==> src/rtl/cond_unit_pkg.sv <==
`default_nettype none
// ============================================================================
// Module : cond_unit_pkg
// Brief  : Condition codes, NZCV bit positions and FlagW encodings shared by
//          the condition unit and its evaluator.
// Rev    : 1.0  initial release
// ============================================================================
package cond_unit_pkg;

    localparam logic [3:0] COND_EQ = 4'b0000;
    localparam logic [3:0] COND_NE = 4'b0001;
    localparam logic [3:0] COND_CS = 4'b0010;
    localparam logic [3:0] COND_CC = 4'b0011;
    localparam logic [3:0] COND_MI = 4'b0100;
    localparam logic [3:0] COND_PL = 4'b0101;
    localparam logic [3:0] COND_VS = 4'b0110;
    localparam logic [3:0] COND_VC = 4'b0111;
    localparam logic [3:0] COND_HI = 4'b1000;
    localparam logic [3:0] COND_LS = 4'b1001;
    localparam logic [3:0] COND_GE = 4'b1010;
    localparam logic [3:0] COND_LT = 4'b1011;
    localparam logic [3:0] COND_GT = 4'b1100;
    localparam logic [3:0] COND_LE = 4'b1101;
    localparam logic [3:0] COND_AL = 4'b1110;
    localparam logic [3:0] COND_NV = 4'b1111;

    localparam int FLAG_N = 3;
    localparam int FLAG_Z = 2;
    localparam int FLAG_C = 1;
    localparam int FLAG_V = 0;

    localparam logic [1:0] FLAGW_NONE = 2'b00;
    localparam logic [1:0] FLAGW_CV   = 2'b01;
    localparam logic [1:0] FLAGW_NZ   = 2'b10;
    localparam logic [1:0] FLAGW_ALL  = 2'b11;

endpackage : cond_unit_pkg
`default_nettype wire

==> src/rtl/cond_unit_check.sv <==
`default_nettype none
// ============================================================================
// Module : cond_check
// Brief  : Purely combinational evaluator of a 4-bit condition field against
//          a stored NZCV flag vector.
// Rev    : 1.0  initial release
// ============================================================================
module cond_check
    import cond_unit_pkg::*;
#(
    parameter int FLAG_W      = 4,
    parameter int UNDEF_NEVER = 1
) (
    input  logic [3:0]        i_cond,
    input  logic [FLAG_W-1:0] i_flags,
    output logic              o_cond_ex,
    output logic              o_cond_undef
);

    localparam logic c_undef_never = (UNDEF_NEVER != 0);

    logic w_n;
    logic w_z;
    logic w_c;
    logic w_v;
    logic w_ge;

    assign w_n  = i_flags[FLAG_N];
    assign w_z  = i_flags[FLAG_Z];
    assign w_c  = i_flags[FLAG_C];
    assign w_v  = i_flags[FLAG_V];
    assign w_ge = (w_n == w_v);

    always_comb begin
        o_cond_ex = 1'b0;
        case (i_cond)
            COND_EQ: o_cond_ex = w_z;
            COND_NE: o_cond_ex = !w_z;
            COND_CS: o_cond_ex = w_c;
            COND_CC: o_cond_ex = !w_c;
            COND_MI: o_cond_ex = w_n;
            COND_PL: o_cond_ex = !w_n;
            COND_VS: o_cond_ex = w_v;
            COND_VC: o_cond_ex = !w_v;
            COND_HI: o_cond_ex = w_c && !w_z;
            COND_LS: o_cond_ex = !w_c || w_z;
            COND_GE: o_cond_ex = w_ge;
            COND_LT: o_cond_ex = !w_ge;
            COND_GT: o_cond_ex = !w_z && w_ge;
            COND_LE: o_cond_ex = w_z || !w_ge;
            COND_AL: o_cond_ex = 1'b1;
            COND_NV: o_cond_ex = !c_undef_never;
            default: o_cond_ex = 1'b0;
        endcase
    end

    assign o_cond_undef = c_undef_never && (i_cond == COND_NV);

endmodule : cond_check
`default_nettype wire

==> src/rtl/cond_unit.sv <==
`default_nettype none
// ============================================================================
// Module : cond_unit
// Brief  : NZCV flag register, condition evaluation and write-strobe gating
//          for the ARM-style datapath.
// Rev    : 1.0  initial release
// ============================================================================
module cond_unit
    import cond_unit_pkg::*;
#(
    parameter int FLAG_W      = 4,
    parameter int UNDEF_NEVER = 1
) (
    input  logic              clk,
    input  logic              reset,
    input  logic [3:0]        Cond,
    input  logic [FLAG_W-1:0] ALUFlags,
    input  logic [1:0]        FlagW,
    input  logic              PCS,
    input  logic              RegW,
    input  logic              MemW,
    input  logic              NoWrite,
    output logic              PCSrc,
    output logic              RegWrite,
    output logic              MemWrite,
    output logic              CondEx,
    output logic              CondExReg,
    output logic [FLAG_W-1:0] Flags,
    output logic              CondUndef
);

    logic [FLAG_W-1:0] r_flags;
    logic              r_cond_ex_reg;
    logic              w_cond_ex;
    logic              w_cond_undef;
    logic              w_upd_nz;
    logic              w_upd_cv;

    // Evaluated on the stored flags only, so an instruction never sees its own update.
    cond_check #(
        .FLAG_W      (FLAG_W),
        .UNDEF_NEVER (UNDEF_NEVER)
    ) u_cond_check (
        .i_cond       (Cond),
        .i_flags      (r_flags),
        .o_cond_ex    (w_cond_ex),
        .o_cond_undef (w_cond_undef)
    );

    assign w_upd_nz = FlagW[1] && w_cond_ex;
    assign w_upd_cv = FlagW[0] && w_cond_ex;

    always_ff @(posedge clk or posedge reset) begin
        if (reset) begin
            r_flags       <= '0;
            r_cond_ex_reg <= 1'b0;
        end else begin
            if (w_upd_nz) begin
                r_flags[FLAG_N] <= ALUFlags[FLAG_N];
                r_flags[FLAG_Z] <= ALUFlags[FLAG_Z];
            end
            if (w_upd_cv) begin
                r_flags[FLAG_C] <= ALUFlags[FLAG_C];
                r_flags[FLAG_V] <= ALUFlags[FLAG_V];
            end
            r_cond_ex_reg <= w_cond_ex;
        end
    end

    assign PCSrc     = PCS  && w_cond_ex;
    assign MemWrite  = MemW && w_cond_ex;
    assign RegWrite  = RegW && w_cond_ex && !NoWrite;
    assign CondEx    = w_cond_ex;
    assign CondExReg = r_cond_ex_reg;
    assign Flags     = r_flags;
    assign CondUndef = w_cond_undef;

endmodule : cond_unit
`default_nettype wire
==> config.mk <==
export PLATFORM = sky130hd
export DESIGN_NAME = cond_unit
export DESIGN_NICKNAME = d
export VERILOG_FILES = /design/src/rtl/cond_unit_pkg.sv /design/src/rtl/cond_unit_check.sv /design/src/rtl/cond_unit.sv
export SDC_FILE = /design/constraint.sdc
export NUM_CORES = 1
export LEC_CHECK = 0
export ABC_AREA = 1
export CAP_MARGIN = 20
export CORE_AREA = 2 2 39 41
export DETAILED_ROUTE_END_ITERATION = 10
export DIE_AREA = 0 0 41 43
export PLACE_DENSITY = 0.88
export SYNTH_ARGS = -nofsm -noshare
export SYNTH_HDL_FRONTEND = slang
export SYNTH_SLANG_ARGS = --single-unit
==> constraint.sdc <==
create_clock -name clk -period 3.42 [get_ports clk]
set_clock_uncertainty 0.2 [all_clocks]
set_input_delay 1.026 -clock clk [delete_from_list [all_inputs] [get_ports clk]]
set_output_delay 1.026 -clock clk [all_outputs]
set_load 0.05 [all_outputs]
==> qor.txt <==
vias in the first global route: 628
peak supply drop: 0.560 mV
core area: 0.00138 mm^2
initial drt markers: 11
depth of the most critical reg-to-reg path: 12
CTS root buffer: clkbuf_4
Final min period: 3.31 ns
Crit. Startpoint: Cond[0]
leak pwr: 0.472 nW
status: complete, no violations
ANT nets after route: 0
relative slew slack: 0.672
Placed Area: 851 um^2
worst slack at placement: -0.422 ns
Setup TNS: 0 ns
fmax: 302 MHz
RSZ-0062 raised after global routing: no
Reg clk slew, reported paths: 0.04 ns
kind of critical path: in2out
antenna violations before repair: 0
Mapped Nets: 104
syn_area_per_cell: 5.69 um^2
gpl congestion: 0.859
Comb pwr share: 0.703
die span in x: 41 um
Worst R2R Start: Flags[3]$_DFFE_PP0P_
crit path capture type: output port
Hold Vio Cnt, Final: 0
pin count of the biggest net entering global routing: 7
CTS tree: done
Initial Utilization: 0.362
Pwr Density: 687 mW/mm^2
total track usage: 0.195
global-route wire length before repair: 2350 um
I/O Pins: 26
clock latency at the later pin of the worst-skew pair: 0.25 ns
Syn. warnings: 0
Layout area overhead: 89.0%
WL final: 1460 um
drt drc: 0
Design Area, Final: 946 um^2
Fillers: 122
clock power share: 0.109
grt ovf: 0
chip height: 43 um
maximum clock path buffer count: 2
endpoints failing setup: 0
Mapped Cells: 88
switching power: 0.345 mW
CTS buffer count: 3
global-route layer with the greatest usage: met2
share of layout cells above drive strength 1: 0.320
PnR Total Power: 0.649 mW
Port Buf Inserts: 25
total inserted antenna cells: 0
reg-to-reg endpoint: Flags[2]$_DFFE_PP0P_
register area share after synthesis: 0.250
crit path launch type: primary input
maxcap violations: 0
CP required: 2.19 ns
Critical Path End: RegWrite
DR vias: 674
site row count: 14
R2R setup slack: 1.73 ns
Cell variety after synth: 13
Clock Sink Count: 5
Tcrit/Tclk final: 0.968
Cell Area, Synth: 500 um^2
Final Net Count: 139
wire per inst: 10.6 um
DP Wirelength: 1150 um
htree depth: 1
Vias/cell: 4.88
worst slew pin tran: 0.490 ns
Pint: 0.304 mW
post-route setup slack: 0.109 ns
critical path arrival: 2.08 ns
Die ar.: 0.00176 mm^2
Yosys reg bits: 5
sequential share of power: 0.188
1st-pass router iterations: 4
met3 Use GR: 0.0314
sw frac: 0.532
Hold Buf Count CTS: 0
hold crit path type: reg2reg
met2 usage: 0.338
Slew Viols, Final: 0
GRT met1 Usage: 0.211
CP Max Fanout: 4
[layer usage]
layer  share of wire  wire length, um  vias up
li1                -                -      339
met1            0.37              540      303
met2            0.54              791       30
met3           0.074              108        2
met4           0.014               20        0
met5               0                0        -
[synth_stat cells]
master    count  area share
nand2_1      32        0.24
nor2_1       16        0.12
inv_1        13       0.098
nand3_1       7       0.070
dfrtp_1       5        0.25
nand4_1       4       0.050
nand3_2       3       0.060
nand2_2       2       0.025
nor2_2        2       0.025
a21oi_1       1       0.010
clkinv_2      1       0.010
nand2_4       1       0.022
nor3_2        1       0.020
[power groups by stage]
stage,Sequential (mW),Clock (mW),Combinational (mW)
4_1_cts,0.122,0.0717,0.451
6_report,0.122,0.0708,0.456
3_5_place_dp,0.122,0,0.436
5_1_grt,0.127,0.0757,0.488
2_1_floorplan,0.212,0,0.173
3_3_place_gp,0.120,0,0.432
[worst max-delay path: stages]
cell	delay (ns)
buf_6	0.11
nor2_4	0.14
nand3_2	0.08
nor2_1	0.10
nand2_1	0.06
nand2_1	0.06
nor2_2	0.05
nand2_4	0.07
nand2_4	0.07
nor3_4	0.15
buf_12	0.16
[how the worst min path moves through the flow]
stage,to,cells past startpoint,slack (ns),startpoint
3_5_place_dp,Flags[2]$_DFFE_PP0P_,2,0.34,Flags[2]$_DFFE_PP0P_
4_1_cts,Flags[0]$_DFFE_PP0P_,2,0.36,Flags[0]$_DFFE_PP0P_
6_report,Flags[0]$_DFFE_PP0P_,2,0.35,Flags[0]$_DFFE_PP0P_
5_1_grt,Flags[2]$_DFFE_PP0P_,2,0.40,Flags[2]$_DFFE_PP0P_
3_3_place_gp,Flags[0]$_DFFE_PP0P_,2,0.33,Flags[0]$_DFFE_PP0P_
2_1_floorplan,Flags[0]$_DFFE_PP0P_,2,0.58,Flags[0]$_DFFE_PP0P_
[flip-flops by register name (all words and copies together), names as in the netlist]
name       count
CondExReg      1
Flags          4
[repair_timing]
item,4_1_cts,5_1_grt
setup buffers,1,0
pin swaps,5,9
gates cloned,0,0
gates resized for setup,29,17
setup endpoints to repair,4,4
[area by class of cell]
cell class | instances | area [um^2] | share of cell area
multi-input combinational | 69 | 380 | 0.402
timing repair buffer | 30 | 335 | 0.354
sequential | 5 | 125 | 0.132
inverter | 14 | 58.8 | 0.0622
clock buffer | 4 | 26.3 | 0.0278
tap | 16 | 20.0 | 0.0212
[logic make-up (layout without fill, tap and decap cells)]
logic type	Yosys count	after routing	synth area share
simple gates	68	68	0.632
compound gates	1	1	0.00999
buf+inv	14	48	0.107
flops	5	5	0.250
[placed cells by master, fill, tap and decap left out]
master,count
nand2_1,31
clkdlybuf4s50_1,16
nor2_1,10
inv_1,9
buf_4,7
nand3_1,6
dfrtp_1,5
buf_12,5
nor2_4,4
nor2_2,4
nand3_2,4
nand4_1,4
nand2_4,3
clkbuf_4,3
inv_4,2
inv_2,2
buf_6,2
nand2_2,1
clkinv_2,1
a21oi_1,1
nor3_4,1
clkbuf_1,1
[through the flow]
stage	std cells	hold slack, ns	utilization
after CTS	138	0.356	0.653
after global placement	133	0.331	0.615
final	138	0.351	0.684
after global routing	138	0.399	0.684
after detailed placement	133	0.339	0.615
after floorplan	88	0.583	-
Note: power is estimated with default switching activity, not from simulation.
